==> src/rtl/mips_pkg.sv <==
// Shared MIPS definitions for the EX-stage multiply/divide path.
// Holds the mul/div unit op encoding, the unit's FSM state encoding and the
// R-type funct codes that the decoder maps onto those ops.
package mips_pkg;

  // Op encoding on req_op_i; 3'b11x is accepted as a no-op.
  typedef enum logic [2:0] {
    MD_MULT  = 3'b000,
    MD_MULTU = 3'b001,
    MD_DIV   = 3'b010,
    MD_DIVU  = 3'b011,
    MD_MTHI  = 3'b100,
    MD_MTLO  = 3'b101
  } md_op_e;

  typedef enum logic [1:0] {
    IDLE = 2'b00,
    CALC = 2'b01,
    FIX  = 2'b10
  } md_state_e;

  // R-type funct field values used by decode.
  localparam logic [5:0] FUNCT_MULT  = 6'b011000;
  localparam logic [5:0] FUNCT_MULTU = 6'b011001;
  localparam logic [5:0] FUNCT_DIV   = 6'b011010;
  localparam logic [5:0] FUNCT_DIVU  = 6'b011011;
  localparam logic [5:0] FUNCT_MFHI  = 6'b010000;
  localparam logic [5:0] FUNCT_MFLO  = 6'b010010;
  localparam logic [5:0] FUNCT_MTHI  = 6'b010001;
  localparam logic [5:0] FUNCT_MTLO  = 6'b010011;

endpackage

==> src/rtl/mips_muldiv_step.sv <==
// One combinational iteration of the iterative multiply/divide datapath.
// The 2*XLEN accumulator is shared by both operations:
//   multiply: {partial product high, remaining multiplier bits} -> shift-add
//   divide:   {partial remainder, dividend/quotient bits}      -> restore-subtract
// Ports:
//   is_div_i  select divide (1) or multiply (0) iteration
//   acc_i     current accumulator
//   opb_i     multiplicand (multiply) or divisor (divide), magnitude form
//   acc_o     accumulator after this iteration
module mips_muldiv_step #(
  parameter int XLEN = 32
) (
  input  logic              is_div_i,
  input  logic [2*XLEN-1:0] acc_i,
  input  logic [XLEN-1:0]   opb_i,
  output logic [2*XLEN-1:0] acc_o
);

  logic [XLEN:0] add_s;
  logic [XLEN:0] rem_sh_s;
  logic [XLEN:0] diff_s;

  // Single shift-add or restoring-divide step.
  always_comb begin
    add_s    = {1'b0, acc_i[2*XLEN-1:XLEN]} + (acc_i[0] ? {1'b0, opb_i} : {(XLEN+1){1'b0}});
    // Remainder shifted left with the next dividend bit brought in.
    rem_sh_s = {acc_i[2*XLEN-1:XLEN], acc_i[XLEN-1]};
    // Remainder < divisor, so the difference fits in XLEN bits when
    // non-negative and bit XLEN is a reliable borrow flag.
    diff_s   = rem_sh_s - {1'b0, opb_i};
    if (is_div_i) begin
      if (!diff_s[XLEN]) begin
        acc_o = {diff_s[XLEN-1:0], acc_i[XLEN-2:0], 1'b1};
      end else begin
        acc_o = {rem_sh_s[XLEN-1:0], acc_i[XLEN-2:0], 1'b0};
      end
    end else begin
      acc_o = {add_s, acc_i[XLEN-1:1]};
    end
  end

endmodule

==> src/rtl/mips_muldiv_unit.sv <==
// Iterative multiply/divide unit with architectural HI/LO for the EX stage.
// Signed ops run on magnitudes; the sign is restored in the single FIX cycle.
// Ports:
//   clk, rst_n           clock, asynchronous active-low reset
//   req_valid_i/ready_o  request handshake (ready only in IDLE)
//   req_op_i             op code (mips_pkg::md_op_e, 11x = no-op)
//   rs_val_i, rt_val_i   forwarded operands
//   flush_i              squash in-flight op / drop same-cycle request
//   busy_o               unit not IDLE (hazard unit stalls MFHI/MFLO)
//   done_o               one-cycle pulse when a mul/div wrote HI/LO
//   hi_o, lo_o           HI/LO registers
module mips_muldiv_unit
  import mips_pkg::*;
#(
  parameter  int XLEN  = 32,
  localparam int CNT_W = $clog2(XLEN + 1)
) (
  input  logic            clk,
  input  logic            rst_n,
  input  logic            req_valid_i,
  output logic            req_ready_o,
  input  logic [2:0]      req_op_i,
  input  logic [XLEN-1:0] rs_val_i,
  input  logic [XLEN-1:0] rt_val_i,
  input  logic            flush_i,
  output logic            busy_o,
  output logic            done_o,
  output logic [XLEN-1:0] hi_o,
  output logic [XLEN-1:0] lo_o
);

  localparam logic [XLEN-1:0]   ONE_X    = {{(XLEN-1){1'b0}}, 1'b1};
  localparam logic [2*XLEN-1:0] ONE_2X   = {{(2*XLEN-1){1'b0}}, 1'b1};
  localparam logic [CNT_W-1:0]  CNT_ONE  = CNT_W'(1);
  localparam logic [CNT_W-1:0]  CNT_LOAD = CNT_W'(XLEN);

  function automatic logic [XLEN-1:0] neg_x(input logic [XLEN-1:0] v);
    return ~v + ONE_X;
  endfunction

  function automatic logic [2*XLEN-1:0] neg_2x(input logic [2*XLEN-1:0] v);
    return ~v + ONE_2X;
  endfunction

  md_state_e         state_q, state_d;
  logic [CNT_W-1:0]  cnt_q, cnt_d;
  logic [2*XLEN-1:0] acc_q, acc_d, step_acc_s;
  logic [XLEN-1:0]   opb_q, opb_d;
  logic [XLEN-1:0]   rs_q, rs_d;
  logic [XLEN-1:0]   hi_q, hi_d;
  logic [XLEN-1:0]   lo_q, lo_d;
  logic              is_div_q, is_div_d;
  logic              neg_q, neg_d;     // negate product / quotient
  logic              rneg_q, rneg_d;   // negate remainder (dividend sign)
  logic              dz_q, dz_d;       // divide by zero
  logic              done_q, done_d;

  logic              accept_s;
  logic              signed_op_s;
  logic [XLEN-1:0]   rs_mag_s, rt_mag_s;

  assign accept_s    = req_valid_i && (state_q == IDLE) && !flush_i;
  assign signed_op_s = ~req_op_i[0];
  assign rs_mag_s    = (signed_op_s && rs_val_i[XLEN-1]) ? neg_x(rs_val_i) : rs_val_i;
  assign rt_mag_s    = (signed_op_s && rt_val_i[XLEN-1]) ? neg_x(rt_val_i) : rt_val_i;

  mips_muldiv_step #(.XLEN(XLEN)) u_step (
    .is_div_i (is_div_q),
    .acc_i    (acc_q),
    .opb_i    (opb_q),
    .acc_o    (step_acc_s)
  );

  // Next-state, datapath and HI/LO update logic.
  always_comb begin
    state_d  = state_q;
    cnt_d    = cnt_q;
    acc_d    = acc_q;
    opb_d    = opb_q;
    rs_d     = rs_q;
    hi_d     = hi_q;
    lo_d     = lo_q;
    is_div_d = is_div_q;
    neg_d    = neg_q;
    rneg_d   = rneg_q;
    dz_d     = dz_q;
    done_d   = 1'b0;
    case (state_q)
      IDLE: begin
        if (accept_s) begin
          case (req_op_i)
            MD_MULT, MD_MULTU, MD_DIV, MD_DIVU: begin
              state_d  = CALC;
              cnt_d    = CNT_LOAD;
              acc_d    = {{XLEN{1'b0}}, rs_mag_s};
              opb_d    = rt_mag_s;
              rs_d     = rs_val_i;
              is_div_d = req_op_i[1];
              neg_d    = signed_op_s & (rs_val_i[XLEN-1] ^ rt_val_i[XLEN-1]);
              rneg_d   = signed_op_s & req_op_i[1] & rs_val_i[XLEN-1];
              dz_d     = req_op_i[1] & (rt_val_i == {XLEN{1'b0}});
            end
            MD_MTHI: hi_d = rs_val_i;
            MD_MTLO: lo_d = rs_val_i;
            default: state_d = IDLE;
          endcase
        end else begin
          state_d = IDLE;
        end
      end
      CALC: begin
        acc_d = step_acc_s;
        cnt_d = cnt_q - CNT_ONE;
        if (flush_i) begin
          state_d = IDLE;
        end else if (cnt_q == CNT_ONE) begin
          state_d = FIX;
        end else begin
          state_d = CALC;
        end
      end
      FIX: begin
        state_d = IDLE;
        if (flush_i) begin
          done_d = 1'b0;
        end else begin
          done_d = 1'b1;
          if (!is_div_q) begin
            {hi_d, lo_d} = neg_q ? neg_2x(acc_q) : acc_q;
          end else if (dz_q) begin
            lo_d = {XLEN{1'b1}};
            hi_d = rs_q;
          end else begin
            // MIN / -1 falls out naturally: |MIN| = MIN and its negation is MIN.
            lo_d = neg_q  ? neg_x(acc_q[XLEN-1:0])      : acc_q[XLEN-1:0];
            hi_d = rneg_q ? neg_x(acc_q[2*XLEN-1:XLEN]) : acc_q[2*XLEN-1:XLEN];
          end
        end
      end
      default: state_d = IDLE;
    endcase
  end

  // State, datapath and architectural register update.
  always_ff @(posedge clk or negedge rst_n) begin
    if (!rst_n) begin
      state_q  <= IDLE;
      cnt_q    <= {CNT_W{1'b0}};
      acc_q    <= {(2*XLEN){1'b0}};
      opb_q    <= {XLEN{1'b0}};
      rs_q     <= {XLEN{1'b0}};
      hi_q     <= {XLEN{1'b0}};
      lo_q     <= {XLEN{1'b0}};
      is_div_q <= 1'b0;
      neg_q    <= 1'b0;
      rneg_q   <= 1'b0;
      dz_q     <= 1'b0;
      done_q   <= 1'b0;
    end else begin
      state_q  <= state_d;
      cnt_q    <= cnt_d;
      acc_q    <= acc_d;
      opb_q    <= opb_d;
      rs_q     <= rs_d;
      hi_q     <= hi_d;
      lo_q     <= lo_d;
      is_div_q <= is_div_d;
      neg_q    <= neg_d;
      rneg_q   <= rneg_d;
      dz_q     <= dz_d;
      done_q   <= done_d;
    end
  end

  // Status is decoded from the state register only, never from the request.
  assign req_ready_o = (state_q == IDLE);
  assign busy_o      = (state_q != IDLE);
  assign done_o      = done_q;
  assign hi_o        = hi_q;
  assign lo_o        = lo_q;

endmodule

==> config.mk <==
export PLATFORM = sky130hd
export DESIGN_NAME = mips_muldiv_unit
export DESIGN_NICKNAME = d
export VERILOG_FILES = /design/src/rtl/mips_pkg.sv /design/src/rtl/mips_muldiv_step.sv /design/src/rtl/mips_muldiv_unit.sv
export SDC_FILE = /design/constraint.sdc
export NUM_CORES = 1
export LEC_CHECK = 0
export CAP_MARGIN = 20
export CORE_ASPECT_RATIO = 0.5
export CORE_MARGIN = 3
export CORE_UTILIZATION = 25
export DETAILED_ROUTE_END_ITERATION = 8
export MAX_ROUTING_LAYER = met4
export PLACE_DENSITY_LB_ADDON = 0.2
export SLEW_MARGIN = 20
export SYNTH_ARGS = -nofsm -noshare
export SYNTH_HDL_FRONTEND = slang
export SYNTH_HIERARCHICAL = 1
export SYNTH_SLANG_ARGS = --single-unit
==> constraint.sdc <==
create_clock -name clk -period 4.39 [get_ports clk]
set_input_delay 0.878 -clock clk [delete_from_list [all_inputs] [get_ports clk]]
set_output_delay 0.878 -clock clk [all_outputs]
set_load 0.02 [all_outputs]
==> results.cfg <==
[global_route]
grt_max_degree = 75
grt_pass1_wl_mm = 113.6
antenna_found_initial = 2
grt_usage = 0.2007
grt-ovfl-total = 0
grt_pass1_vias = 17265

[route]
ant_nets = 0
vias_per_cell = 5.329
wirelength_mm = 74.20
drc = 0
vias = 17824
drt_iter0_markers = 1429
wl_per_cell_um = 22.18
drtPass1Iterations = 7

[logic_synthesis]
syn_inst = 2280
synth_area_leaders = dfrtp_1 (29%), nand2_1 (7.1%), o21ai_0 (6.6%)
synth_area_per_cell_um2 = 7.780
synth_top_cell_by_area = dfrtp_1
synth_cell_types = 97
synth_warnings = 6
synth_nets = 2423
synthFlopType = dfrtp_1
synth-edff-count = 0
async_flop_share = 1.000
yosys.area.top_type_share = 0.2892
ys_seq_elements = 205
syn_area_um2 = 17740
seq_area_frac_synth = 0.2892

[worst_setup_path]
cpMaxStageDelayCell = a2111oi_2
path_buf_inv = 1
slowest_delay_ps = 570
worst_setup_path_start_kind = register
crit_path_end_kind = register
crit_start = acc_q[0]$_DFFE_PN0P_
cp_max_fo = 18
regToRegSetupSlack_ps = 540
r2r_end = acc_q[63]$_DFFE_PN0P_
worstPathCellList = buf_4 -> and2_1 -> fa_1 -> a211oi_2 -> o21a_1 -> o21bai_1 -> a2111oi_2 -> nor3_1 -> o41ai_2 -> nor2_1 -> a2111oi_0 -> a21oi_1 -> nand2_1 -> o21ai_0
cp.required_ps = 4820
worstPathArrival_ps = 4280
worstRegToRegCells = 14
cp_num_cells = 14
critPathKind = register to register
r2r_start = acc_q[0]$_DFFE_PN0P_
cp_top_family = compound AO/OA/AOI/OAI gates

[outcome]
status = completed

[die]
core_area_um2 = 69600
row_count = 68
die_area_um2 = 74380
fp.dieH_um = 194.4
start_util = 0.2549
num_io_pins = 138
die_w_um = 382.7

[pwr]
powerDensity_nw_per_um2 = 644.3
total_power_mw = 13.69
max-vdd-ir-drop_mv = 0.3052
p_leak_nw = 8.640

[clock_network]
cts_tree = yes
insertion_delay_ps = 570
cts_buffers = 25
path_clk_slew_ps = 60
hold_buffers = 0
cts_sinks = 205
clockBufferDepth = 3
cts.htree.levels = 1
clock_tree.root_cell = clkbuf_16
cts_resized = 0
cts_setup_buffers = 0

[layout]
synthToLayoutAreaGrowth_pct = 19.76
final_area_um2 = 21240
final_nets = 2524
fillers = 7555
final_layout_size_suffix_gt1_frac = 0.09504
final_cells = 3345

[placement]
dp.cells = 3299
post-place-ws_ps = 238.4
placed_cell_area_um2 = 20420
portBuffers = 137
hpwlAfterDp_mm = 55.03
place_congestion = 0.9245

[timing]
fmax_ghz = 0.2597
setup_slack_ps = 539.9
finalSetupTns_ps = 0
fin_crit_sh = 0.8770
tightest_slew_ps = 991.8
min_period_ps = 3850
slew_headroom = 0.3388
rsz0062_at_grt = false
slew_viol_final = 0
clock_skew_ps = 14.36
hold_viol = 0
setup_viol = 0

[worst_hold_path]
hold_class = primary input to async pin

[flow_run]
drv_cap = 0
-- power by group --
group,leakage [nW],switching [mW],total [mW],internal (mW)
Combinational,5.69,4.74,8.03,3.29
Sequential,2.55,0.978,3.45,2.48
Clock,0.399,0.938,2.20,1.26
Total,8.64,6.66,13.7,7.03
-- cell type report --
type	instances	area, µm²	area share
Tap cell	945	1182	0.05566
Multi-Input combinational cell	1852	11720	0.5519
Timing Repair Buffer	228	2122	0.09989
Inverter	69	259.0	0.01219
Clock inverter	10	135.1	0.006361
Sequential cell	205	5135	0.2417
Antenna cell	1	2.502	0.0001178
Clock buffer	35	683.2	0.03216
-- through the flow --
step                hold WS [ps]  utilization
floorplan                  436.9            -
global placement           456.0       0.2934
detailed placement         454.8       0.2934
CTS                        290.2       0.3052
global route               316.5       0.3052
finish                     270.9       0.3052
-- state kept, by name (all words and copies together), names as in the netlist --
signal / cells
neg_q: 1
dz_q: 1
acc_q: 64
opb_q: 32
state_q: 2
lo_o: 32
is_div_q: 1
rneg_q: 1
done_o: 1
hi_o: 32
cnt_q: 6
rs_q: 32
-- cells by family (layout without fill, tap and decap cells) --
| kind of cell | count (synthesis) | after routing | synth area share |
|---|---|---|---|
| buffers and inverters | 223 | 342 | 0.05262 |
| and+or+nand+nor | 839 | 839 | 0.2316 |
| DFF | 205 | 205 | 0.2892 |
| other | 0 | 1 | 0 |
| muxes | 53 | 53 | 0.03224 |
| AOI/OAI and AO/OA | 735 | 735 | 0.2672 |
| xor gates and xnor gates | 153 | 153 | 0.07554 |
| adders and majority gates | 72 | 72 | 0.05163 |
-- cells in the mapped netlist (24+ instances only) --
master / count
a211oi_1: 26
a21o_1: 35
a21oi_1: 155
and2_1: 39
and3_1: 33
clkbuf_1: 121
dfrtp_1: 205
ha_1: 70
inv_1: 68
mux2_2: 32
nand2_1: 334
nand3_1: 44
nor2_1: 144
nor3_1: 46
nor4_1: 28
o21ai_0: 234
o22ai_1: 30
o31ai_1: 35
or3_1: 34
or4_1: 24
xnor2_1: 80
xor2_1: 73
-- routing by layer --
metal  GRT usage  part of all wire
met3     0.02371             0.050
met5           -                 0
met4     0.05137             0.027
met2      0.3083              0.44
met1      0.2792              0.48
-- cells in the final DEF, fill, tap and decap left out, drive strengths merged, types with 29 or more instances in the layout --
| master | count |
|---|---|
| nand3 | 44 |
| clkdlybuf4s50 | 136 |
| xor2 | 73 |
| and3 | 33 |
| or3 | 34 |
| nor2 | 145 |
| dfrtp | 205 |
| o31ai | 35 |
| clkbuf | 35 |
| o21ai | 248 |
| and2 | 39 |
| a21oi | 165 |
| nor3 | 47 |
| a21o | 35 |
| nor4 | 33 |
| buf | 92 |
| ha | 70 |
| mux2 | 33 |
| inv | 69 |
| nand2 | 335 |
| xnor2 | 80 |
| o22ai | 30 |
| a211oi | 29 |
-- how the worst max path moves through the flow --
stage	end
after floorplan	acc_q[63]$_DFFE_PN0P_
after global placement	acc_q[31]$_DFFE_PN0P_
after detailed placement	acc_q[31]$_DFFE_PN0P_
after CTS	acc_q[63]$_DFFE_PN0P_
after global routing	acc_q[63]$_DFFE_PN0P_
final	acc_q[63]$_DFFE_PN0P_
-- worst reg2reg max path: stages (launching register included) --
cell	delay [ps]
dfrtp_1	500
buf_4	260
and2_1	180
fa_1	460
a211oi_2	280
o21a_1	180
o21bai_1	120
a2111oi_2	570
nor3_1	180
o41ai_2	310
nor2_1	90
a2111oi_0	310
a21oi_1	80
nand2_1	110
o21ai_0	90
Power figures use the tool's default switching activity.
